### src/rtl/pe_sequencer_pkg.sv
// Shared widths, FSM state encoding and delta-entry layout for the PE sequencer.
package pe_sequencer_pkg;

  localparam int unsigned BIN_LEN   = 8;
  localparam int unsigned DELTA_LEN = 4;
  localparam int unsigned COUNT_LEN = 4;
  localparam int unsigned ADDR_LEN  = 8;
  localparam int unsigned NUM_LEN   = 8;
  localparam int unsigned ENTRY_LEN = DELTA_LEN + COUNT_LEN;

  typedef enum logic [2:0] {
    ST_IDLE,
    ST_MULT,
    ST_LOAD,
    ST_SHIFT,
    ST_DONE
  } state_t;

  // Shift amount in the high field, repeat count in the low field.
  typedef struct packed {
    logic [DELTA_LEN-1:0] shift;
    logic [COUNT_LEN-1:0] count;
  } delta_entry_t;

endpackage

### src/rtl/pe_sequencer_delta_countdown.sv
// Loadable down-counter tracking the shift-add cycles left for the current delta entry.
module delta_countdown
  import pe_sequencer_pkg::*;
(
  input  logic                 clock,
  input  logic                 reset,
  input  logic                 load_i,
  input  logic [COUNT_LEN-1:0] value_i,
  input  logic                 dec_i,
  output logic                 last_c
);

  logic [COUNT_LEN-1:0] remaining_q;

  always_ff @(posedge clock) begin
    if (reset) begin
      remaining_q <= '0;
    end else if (load_i) begin
      remaining_q <= value_i;
    end else if (dec_i && (remaining_q != '0)) begin
      remaining_q <= remaining_q - COUNT_LEN'(1);
    end
  end

  assign last_c = (remaining_q == COUNT_LEN'(1));

endmodule

### src/rtl/pe_sequencer.sv
// Per-job controller stepping a processing element through a base multiply and delta shift-adds.
module pe_sequencer
  import pe_sequencer_pkg::*;
(
  input  logic                 clock,
  input  logic                 reset,
  input  logic                 job_valid,
  output logic                 job_ready,
  input  logic [BIN_LEN-1:0]   job_input,
  input  logic [BIN_LEN-1:0]   job_weight,
  input  logic [ADDR_LEN-1:0]  job_base_addr,
  input  logic [NUM_LEN-1:0]   job_num_deltas,
  output logic                 delta_rd_en,
  output logic [ADDR_LEN-1:0]  delta_rd_addr,
  input  logic [ENTRY_LEN-1:0] delta_rd_data,
  output logic                 pe_enable,
  output logic                 pe_mult_enable,
  output logic                 pe_shift_enable,
  output logic                 pe_delta_count_down_restart,
  output logic [BIN_LEN-1:0]   pe_input_val,
  output logic [BIN_LEN-1:0]   pe_weight_val,
  output logic [DELTA_LEN-1:0] pe_delta_val,
  output logic                 w_valid,
  output logic [NUM_LEN-1:0]   w_index,
  output logic                 job_done
);

  state_t                state_q, state_d;
  logic [BIN_LEN-1:0]    input_q, input_d;
  logic [BIN_LEN-1:0]    weight_q, weight_d;
  logic [ADDR_LEN-1:0]   base_q, base_d;
  logic [NUM_LEN-1:0]    num_q, num_d;
  logic [NUM_LEN-1:0]    idx_q, idx_d;
  logic [DELTA_LEN-1:0]  shift_q, shift_d;

  logic                  cnt_load, cnt_dec, cnt_last;
  logic                  advance;
  logic [NUM_LEN-1:0]    next_idx;
  delta_entry_t          entry;

  assign entry = delta_entry_t'(delta_rd_data);

  delta_countdown u_countdown (
    .clock   (clock),
    .reset   (reset),
    .load_i  (cnt_load),
    .value_i (entry.count),
    .dec_i   (cnt_dec),
    .last_c  (cnt_last)
  );

  always_ff @(posedge clock) begin
    if (reset) begin
      state_q  <= ST_IDLE;
      input_q  <= '0;
      weight_q <= '0;
      base_q   <= '0;
      num_q    <= '0;
      idx_q    <= '0;
      shift_q  <= '0;
    end else begin
      state_q  <= state_d;
      input_q  <= input_d;
      weight_q <= weight_d;
      base_q   <= base_d;
      num_q    <= num_d;
      idx_q    <= idx_d;
      shift_q  <= shift_d;
    end
  end

  // Next-state and control decode; LOAD reacts to the read data arriving this cycle.
  always_comb begin
    state_d  = state_q;
    input_d  = input_q;
    weight_d = weight_q;
    base_d   = base_q;
    num_d    = num_q;
    idx_d    = idx_q;
    shift_d  = shift_q;
    next_idx = idx_q + NUM_LEN'(1);

    job_ready                   = 1'b0;
    delta_rd_en                 = 1'b0;
    delta_rd_addr               = '0;
    pe_enable                   = 1'b0;
    pe_mult_enable              = 1'b0;
    pe_shift_enable             = 1'b0;
    pe_delta_count_down_restart = 1'b0;
    w_valid                     = 1'b0;
    w_index                     = '0;
    job_done                    = 1'b0;
    cnt_load                    = 1'b0;
    cnt_dec                     = 1'b0;
    advance                     = 1'b0;

    case (state_q)
      ST_IDLE: begin
        job_ready = 1'b1;
        if (job_valid) begin
          input_d  = job_input;
          weight_d = job_weight;
          base_d   = job_base_addr;
          num_d    = job_num_deltas;
          idx_d    = '0;
          state_d  = ST_MULT;
        end
      end
      ST_MULT: begin
        pe_enable      = 1'b1;
        pe_mult_enable = 1'b1;
        w_valid        = 1'b1;
        if (num_q != '0) begin
          delta_rd_en   = 1'b1;
          delta_rd_addr = base_q;
          state_d       = ST_LOAD;
        end else begin
          state_d = ST_DONE;
        end
      end
      ST_LOAD: begin
        shift_d = entry.shift;
        if (entry.count == '0) begin
          // Zero-count entry: weight unchanged, report the held accumulator.
          w_valid = 1'b1;
          w_index = next_idx;
          advance = 1'b1;
        end else begin
          cnt_load = 1'b1;
          state_d  = ST_SHIFT;
        end
      end
      ST_SHIFT: begin
        pe_enable                   = 1'b1;
        pe_shift_enable             = 1'b1;
        pe_delta_count_down_restart = 1'b1;
        cnt_dec                     = 1'b1;
        if (cnt_last) begin
          w_valid = 1'b1;
          w_index = next_idx;
          advance = 1'b1;
        end
      end
      ST_DONE: begin
        job_done = 1'b1;
        state_d  = ST_IDLE;
      end
      default: state_d = ST_IDLE;
    endcase

    if (advance) begin
      idx_d = next_idx;
      if (next_idx < num_q) begin
        delta_rd_en   = 1'b1;
        delta_rd_addr = base_q + ADDR_LEN'(next_idx);
        state_d       = ST_LOAD;
      end else begin
        state_d = ST_DONE;
      end
    end
  end

  assign pe_input_val  = input_q;
  assign pe_weight_val = weight_q;
  assign pe_delta_val  = shift_q;

endmodule
### config.mk
export PLATFORM = sky130hd
export DESIGN_NAME = pe_sequencer
export DESIGN_NICKNAME = d
export VERILOG_FILES = /design/src/rtl/pe_sequencer_pkg.sv /design/src/rtl/pe_sequencer_delta_countdown.sv /design/src/rtl/pe_sequencer.sv
export SDC_FILE = /design/constraint.sdc
export NUM_CORES = 1
export LEC_CHECK = 0
export ABC_AREA = 1
export CAP_MARGIN = 20
export CORE_MARGIN = 3
export CORE_UTILIZATION = 51
export CTS_CLUSTER_SIZE = 16
export DETAILED_ROUTE_END_ITERATION = 7
export GPL_ROUTABILITY_DRIVEN = 0
export PLACE_DENSITY = 0.86
export SLEW_MARGIN = 20
export SYNTH_ARGS = -nofsm -noshare
export SYNTH_HDL_FRONTEND = slang
export SYNTH_HIERARCHICAL = 1
export SYNTH_SLANG_ARGS = --single-unit
### constraint.sdc
create_clock -name clock -period 6.01 [get_ports clock]
set_input_delay 1.5025 -clock clock [delete_from_list [all_inputs] [get_ports clock]]
set_output_delay 1.5025 -clock clock [all_outputs]
set_load 0.005 [all_outputs]
# Word-level counts from Yosys, hierarchy flattened
# Cells that the tools add are included.
[classes]
add_sub_neg = 3
multipliers = 0
div_mod_pow = 0
order_cmp = 1
eq_ne = 8
n_shift = 0
n_mux = 33
n_bitwise = 0
n_reduce_logical = 12
[op_table]
columns = ["cell", "n"]
rows = [
  ["2-to-1 mux 8 bit", 9],
  ["one-hot mux 8 bit (2 select lines)", 1],
  ["2-to-1 mux 3 bit", 5],
  ["2-to-1 mux 1 bit", 13],
  ["one-hot mux 3 bit (4 select lines)", 1],
  ["adder 8 x 1 -> 8 bit (second input constant)", 1],
  ["adder 8 bit", 1],
  ["< comparator 8 bit", 1],
  ["2-to-1 mux 4 bit", 2],
  ["nonzero test 8 bit", 1],
  ["== test 3 x 2 -> 1 bit (second input constant)", 2],
  ["inequality test 3 bit (second input constant)", 2],
  ["nonzero test 2 bit", 3],
  ["== test 4 x 1 -> 1 bit (second input constant)", 1],
  ["zero test 4 bit", 1],
  ["AND reduction 2 bit", 2],
  ["nonzero test 4 bit", 1],
  ["subtractor 4 x 1 -> 4 bit (second input constant)", 1],
  ["== test 3 x 1 -> 1 bit (second input constant)", 1],
  ["== test 3 bit (second input constant)", 1],
  ["zero test 3 bit", 1],
  ["one-hot mux 1 bit (3 select lines)", 1],
  ["AND reduction 3 bit", 1],
  ["inequality test 2 bit (second input constant)", 1],
  ["3 further kinds", 3],
]
[totals]
register_bits = 51
latch_bits = 0
ram_bits = 0
mem_bits_ro = 0
inputBits = 43
output_inout_bits = 44
wordCells = 65
memories = 0

# Depth between registers and ports, before layout
# Gate-level depths: netlist of run 1.
[logic_depth]
ltp_word = 5
ltp_mapped = 15

# By module
# The synthesis of run 1 kept the hierarchy.
[modules_own_cells]
columns = ["module", "instances", "cells_each", "area_per_inst_um2", "seq_area_each_um2"]
rows = [
  ["pe_sequencer", 1, 365, 2558.7, 940.9],
  ["delta_countdown", 1, 41, 296.5, 80.1],
]

# Least setup slack after synthesis of run 1
# Ideal clock, no wire load.
[synth_path]
path_type = "input -> output"
start = "in delta_rd_data[3]"
end = "out delta_rd_addr[2]"
arrival_time_ps = 2252
slack_ps = 2256
stages = 8
cell_sequence = "nor2_1 nand2_1 o21ai_4 nand3_4 inv_2 nand2_1 nand2_1 inv_1"
[synth_between]
elab_chain_len = 4
[synth_rtl]
columns = ["item", "line", "rtl"]
rows = [
  ["from (decl)", "pe_sequencer.sv:15", "input logic [ENTRY_LEN-1:0] delta_rd_data,"],
  ["zero test 4 bit", "pe_sequencer.sv:123", "if (entry.count == '0) begin"],
  ["2-to-1 mux 1 bit", "pe_sequencer.sv:123", ""],
  ["one-hot mux 1 bit (2 select lines)", "pe_sequencer.sv:97", "case (state_q)"],
  ["2-to-1 mux 8 bit", "pe_sequencer.sv:151", "if (advance) begin"],
  ["to (decl)", "pe_sequencer.sv:14", "output logic [ADDR_LEN-1:0] delta_rd_addr,"],
]
# No other way between the ends.

# Worst setup path in the final report of run 1
[layout_path]
start = "in delta_rd_data[1]"
end = "out delta_rd_addr[6]"
# The elaborated chain is that of the path after synthesis.

==> impl_metrics.py, run 1 <==
metrics = {
    "synth": {
        "yosysUniqueCellTypes": 35,
        "syn_nets": 468,
        "synthXorXnorAreaFrac_pct": 3.68,
        "yosys_warnings": 6,
        "synthAdderAreaFrac_pct": 8.59,
        "ys_ff_latch": 51,
        "synthTopCellsByCount": "77 x nand2_1, 59 x nor2_1, 51 x dfxtp_1",
        "synthTopCellsByArea": "dfxtp_1 36%, nand2_1 10%, ha_1 7.9%",
        "yosysTopAreaCell": "dfxtp_1",
        "synth_top_family_by_area": "simple AND/OR/NAND/NOR gates",
        "yosys.cell_count.top_type": "nand2_1",
        "avgSynthCellArea_um2": 7.03,
        "synthesis.instances": 406,
        "synth_top_area_share_pct": 35.8,
        "synthMuxAreaShare_pct": 0,
        "postSynth.asyncResetShare_pct": 0,
        "syn_area_um2": 2860,
        "synth_edf_count": 0,
        "synth_ff_type": "dfxtp_1",
        "yosys.area_share.simple_pct": 25.7,
        "synth_compound_area_share_pct": 16.2,
        "ys_seq_area_share_pct": 35.8,
    },
    "floorplanning": {
        "start_util_pct": 54.2,
        "die_h_um": 80.8,
        "core_um2": 5270,
        "dieWidth_um": 80.8,
        "dieArea_um2": 6530,
        "rows": 26,
        "ios": 87,
    },
    "clock_network": {
        "cts.path.max_buffers": 2,
        "clock_latency_ns": 0.30,
        "postCtsSetupBuffers": 0,
        "cts_buffers": 5,
        "ctsHtreeMaxLevel": 2,
        "post_cts_resize_count": 0,
        "cts-root-buf": "clkbuf_8",
        "cts_tree": "done",
        "hold_buffers": 0,
        "cts.sink_count": 51,
        "clk_pin_slew_worst_paths_ns": 0.10,
    },
    "critical_path": {
        "worstPathCellList": "clkdlybuf4s50_1, nor2_1, nand2_1, o21ai_4, nand3_4, inv_2, nand2_1, o21ai_1, clkdlybuf4s50_1",
        "worstPathArrival_ns": 3.56,
        "cp.required_ns": 4.51,
        "crit_slowest_cell": "clkdlybuf4s50_1",
        "slowest_delay_ns": 0.52,
        "startpoint_type": "input pin",
        "cp_max_fo": 12,
        "criticalPathCategory": "in2out",
        "critPathCaptureType": "output pin",
    },
    "timing": {
        "holdWs_ns": 0.493,
        "slew_violations": 0,
        "setup_viol": 0,
        "max_slew_margin_pct": 38.4,
        "finClkSkew_ns": 0.0103,
        "rsz0062_at_grt": "false",
        "worst_slew_pin_slew_ns": 0.922,
        "period_share_pct": 84.3,
        "finalSetupTns_ns": 0,
        "min_period_ns": 5.07,
        "max_freq_mhz": 197,
        "hold_viol_final": 0,
    },
    "detailed_routing": {
        "vias": 2818,
        "viasPerCell": 5.05,
        "final_antenna_net_count": 0,
        "first_pass_iters": 4,
        "drc": 0,
        "wl_um": 7200,
        "detail_route.wl_per_cell_um": 12.9,
        "drt_iter0_drc": 173,
    },
    "final_layout": {
        "fin_area_um2": 3810,
        "area_delta_synth_final_pct": 33.5,
        "final_nets": 549,
        "antenna_cells": 0,
        "nFillCells": 449,
        "post-route-util_pct": 72.3,
        "drive_gt1_share_pct": 5.94,
    },
    "global_route": {
        "grt_pass1_vias": 2724,
        "antenna_found_initial": 0,
        "grt-ovfl-total": 0,
        "grt_pass1_wl_um": 12300,
        "gr-usage-all-layers_pct": 23.6,
        "grt_start_max_net_pins": 48,
    },
    "flow_run": {
        "maxCapViolCount": 0,
    },
    "place": {
        "placed_cell_area_um2": 3730,
        "io_buffers": 86,
        "hpwl_um": 5360,
    },
    "outcome": {
        "status": "completed",
    },
    "worst_hold_path": {
        "hold_class": "reg2reg",
    },
    "power_and_ir_drop": {
        "powerDensity_nw_per_um2": 300,
        "ir_drop_mv": 0.206,
        "p_leak_nw": 1.74,
    },
}
state kept, by name (all words and copies together) (netlist names):
register                 cells
idx_q                        8
num_q                        8
pe_input_val                 8
pe_weight_val                8
state_q                      3
base_q                       8
pe_delta_val                 4
u_countdown/remaining_q      4
logic make-up (layout without fill, tap and decap cells):
kind of cell,count (synthesis),in the layout
buf+inv,68,150
flops,51,51
compound gates,87,87
xor+xnor,12,12
simple gates,169,169
fa+ha+maj,19,19
where the power goes:
group          switching [mW]  internal (mW)  total, mW
Clock                   0.113         0.0817      0.195
Combinational           0.268          0.228      0.495
Sequential             0.0434          0.410      0.453
Total                   0.424          0.720       1.14
through the flow:
stage | power (mW) | instances | setup slack [ns]
finish | 1.14 | 558 | 0.943
global route | 1.23 | 558 | 0.711
CTS | 1.15 | 558 | 0.951
detailed placement | 0.952 | 550 | 0.950
global placement | 0.937 | 550 | 1.04
floorplan | 0.758 | 406 | 2.26
routing by layer:
metal / GRT usage [%] / up-vias / part of all wire (%)
met3: 4.88 / 14 / 5.6
met5: 0 / - / 0
met1: 29.7 / 1262 / 45
met2: 40.0 / 88 / 47
met4: 7.77 / 0 / 2.2
li1: - / 1454 / -
worst max-delay path: cells and delay by family:
family | cells | cell delay, ns
compound gates | 2 | 0.41
buf+inv | 3 | 1.09
simple gates | 4 | 0.57
cell type report:
| class | count | area (um2) | share of cell area (%) |
|---|---|---|---|
| inverter | 56 | 210 | 5.52 |
| multi-input combinational | 287 | 1550 | 40.6 |
| tap | 70 | 87.6 | 2.30 |
| clock buffer | 6 | 72.6 | 1.90 |
| clock inverter | 2 | 12.5 | 0.328 |
| sequential | 51 | 1020 | 26.8 |
| timing repair buffer | 86 | 861 | 22.6 |
final timing paths:
kind                          from  slack [ns]  cells after the start               end
setup reg to reg          idx_q[0]        3.74                      9        state_q[2]
setup / recovery  delta_rd_data[1]        0.94                      9  delta_rd_addr[6]
hold / removal     pe_delta_val[0]        0.49                      2   pe_delta_val[0]
hold reg to reg    pe_delta_val[0]        0.49                      2   pe_delta_val[0]
cells in the final DEF, fill, tap and decap left out, drive strengths merged, types with 2 or more instances in the layout:
cell type,netlist,layout
xor2,8,8
clkdlybuf4s50,0,86
or2,2,2
o21ai,48,48
xnor2,4,4
nand3,16,16
clkbuf,4,6
dfxtp,51,51
nand4,3,3
ha,18,18
nor2,64,64
a21oi,34,34
o21bai,2,2
nand2,82,82
inv,56,56
Note: power is estimated with default switching activity, not from simulation.
==> run 2, diff against run 1 <==
--- a/config.mk
+++ b/config.mk
@@ -8,11 +8,11 @@
 export ABC_AREA = 1
 export CAP_MARGIN = 20
 export CORE_MARGIN = 3
-export CORE_UTILIZATION = 51
+export CORE_UTILIZATION = 43
 export CTS_CLUSTER_SIZE = 16
 export DETAILED_ROUTE_END_ITERATION = 7
 export GPL_ROUTABILITY_DRIVEN = 0
-export PLACE_DENSITY = 0.86
+export PLACE_DENSITY = 0.77
 export SLEW_MARGIN = 20
 export SYNTH_ARGS = -nofsm -noshare
 export SYNTH_HDL_FRONTEND = slang
==> constraint.sdc (replaced) <==
create_clock -name clock -period 4.4 [get_ports clock]
set_input_delay 1.1 -clock clock [delete_from_list [all_inputs] [get_ports clock]]
set_output_delay 1.1 -clock clock [all_outputs]
set_load 0.005 [all_outputs]
==> run 2 against run 1 <==
Clock skew increased by 0.00061 ns. Power increased by 38%. Non-clock buffer count increased by 1. Worst setup slack got worse by 0.69 ns. Count of clock-buffer cells in the layout decreased by 1.
==> impl_metrics.py, run 2 (synthesis gave the netlist of run 1 again) <==
metrics = {
    "final_layout": {
        "final_common_cell": "clkdlybuf4s50_1",
        "multi_input_area_um2": 1550,
        "final_cell_mix": "86 x clkdlybuf4s50_1, 77 x nand2_1, 59 x nor2_1, 51 x dfxtp_1, 50 x inv_1",
        "nFillCells": 593,
        "final_nets": 550,
        "regArea_um2": 1020,
        "drive_gt1_share_pct": 6.54,
        "antenna_cells": 0,
        "area_delta_synth_final_pct": 34.7,
    },
    "timing": {
        "finClkSkew_ns": 0.0109,
        "slew_violations": 0,
        "period_share_pct": 94.3,
        "rsz0062_at_grt": "false",
        "worst_slew_pin_slew_ns": 0.884,
        "holdWs_ns": 0.492,
        "max_slew_margin_pct": 41.0,
        "finalSetupTns_ns": 0,
        "min_period_ns": 4.15,
        "hold_viol_final": 0,
        "setup_viol": 0,
        "max_freq_mhz": 241,
    },
    "global_route": {
        "grt_pass1_vias": 2626,
        "gr-usage-all-layers_pct": 19.4,
        "grt_start_max_net_pins": 48,
        "antenna_found_initial": 0,
        "grt_pass1_wl_um": 12000,
        "grt-ovfl-total": 0,
    },
    "power_and_ir_drop": {
        "swShare_pct": 37.5,
        "ir_drop_mv": 0.222,
        "pwr-share-comb_pct": 42.5,
        "p_sw_mw": 0.593,
        "p_clk_share_pct": 18.3,
        "internal-power_mw": 0.988,
        "p_leak_nw": 1.75,
        "powerDensity_nw_per_um2": 411,
        "total_power_mw": 1.58,
        "pwr-share-seq_pct": 39.2,
    },
    "detailed_routing": {
        "drc": 0,
        "drt_iter0_drc": 154,
        "first_pass_iters": 4,
        "viasPerCell": 4.96,
        "wl_um": 7000,
        "detail_route.wl_per_cell_um": 12.4,
        "vias": 2808,
        "final_antenna_net_count": 0,
    },
    "critical_path": {
        "worst-r2r-cell-count": 11,
        "crit_buf_inv": 1,
        "slowest_delay_ns": 0.53,
        "reg2reg_from": "idx_q[0]",
        "criticalPathCategory": "reg2out",
        "worstPathCellList": "ha_1, xor2_1, ha_1, or2_2, nand2_1, o21ai_0, xnor2_1, o21ai_0, clkdlybuf4s50_1",
        "cp.required_ns": 3.30,
        "r2r-end": "state_q[2]",
        "worstPathArrival_ns": 3.05,
        "endpoint": "delta_rd_addr[5]",
        "startpoint_type": "flop",
        "worstSetupPathDepth": 9,
        "critPathTopFamily": "adder cells",
        "critPathCaptureType": "output pin",
        "cp_max_fo": 4,
        "crit_start": "idx_q[0]",
        "crit_slowest_cell": "clkdlybuf4s50_1",
        "r2r_setup_slack_ns": 2.24,
    },
    "place": {
        "hpwl_um": 5360,
        "io_buffers": 86,
    },
    "clock_network": {
        "cts_buffers": 5,
        "ctsHtreeMaxLevel": 2,
        "cts.path.max_buffers": 2,
        "cts_tree": "done",
        "cts.sink_count": 51,
        "cts-root-buf": "clkbuf_8",
        "clock_latency_ns": 0.31,
        "clk_pin_slew_worst_paths_ns": 0.10,
    },
    "floorplanning": {
        "rows": 29,
        "start_util_pct": 44.7,
        "dieArea_um2": 7650,
        "die_h_um": 87.5,
        "dieWidth_um": 87.5,
        "ios": 87,
        "core_um2": 6390,
    },
    "flow_run": {
        "maxCapViolCount": 0,
    },
    "outcome": {
        "status": "completed",
    },
    "worst_hold_path": {
        "hold_class": "reg2reg",
        "min-delay-start": "base_q[4]",
    },
}
[run 2: changes by cell type in the layout (fill, tap and decap cells not counted)]
cell        previous run  this run
buf_4                  0         1
clkbuf_1               1         0
clkinv_2               1         0
clkinv_4               0         1
clkinvlp_4             1         0
inv_6                  0         2
xor2_1                 8         7
xor2_2                 0         1
[run 2: through the flow]
stage          cell area (um2)  utilization, %  worst slack, ns  std cells
2_1_floorplan             2860               -             1.45        406
3_3_place_gp              3740            58.6            0.451        558
3_5_place_dp              3740            58.6            0.416        558
4_1_cts                   3840            60.1            0.258        566
5_1_grt                   3840            60.2           0.0340        566
6_report                  3840            60.2            0.251        566
[run 2: power groups by stage]
stage	clock (mW)	sequential (mW)	combinational [mW]
floorplan	0	0.623	0.413
global placement	0	0.625	0.659
detailed placement	0	0.629	0.672
CTS	0.294	0.620	0.676
global route	0.314	0.633	0.759
finish	0.290	0.620	0.672
[run 2: metal layers]
| metal | up-vias | GRT usage, % | wire (um) |
|---|---|---|---|
| li1 | 1457 | - | - |
| met3 | 11 | 5.68 | 470 |
| met4 | 0 | 5.30 | 115 |
| met2 | 78 | 31.1 | 3230 |
| met5 | - | 0 | 0 |
| met1 | 1262 | 25.3 | 3180 |
[run 2: final cells by class]
class,count,area share [%]
sequential,51,26.6
timing repair buffer,87,22.6
multi-input combinational,287,40.4
inverter,56,5.47
clock inverter,3,0.683
clock buffer,5,1.79
tap,77,2.51
[run 2: worst register-to-register path, stage by stage, from the launching register on]
cell and delay [ns]:
dfxtp_1 0.42, ha_1 0.23, nand2_1 0.07, nor2_1 0.10
nand2_1 0.07, xnor2_1 0.33, ha_1 0.31, nand2_1 0.08
o21a_1 0.17, nand3_4 0.14, nand2_1 0.10, nor2_1 0.04
[run 2: worst min-delay path by stage]
stage	slack, ns	endpoint	cells after the start
5_1_grt	0.52	base_q[4]	2
4_1_cts	0.49	pe_delta_val[0]	2
3_5_place_dp	0.47	pe_delta_val[0]	2
6_report	0.49	base_q[4]	2
3_3_place_gp	0.47	num_q[0]	2
2_1_floorplan	0.44	base_q[2]	2
[run 2: repair_timing]
| item | in CTS | in global routing |
|---|---|---|
| setup endpoints to repair | 0 | 4 |
| gates resized for setup | 0 | 1 |
| hold buffers | 0 | 0 |
| setup buffers | 0 | 0 |
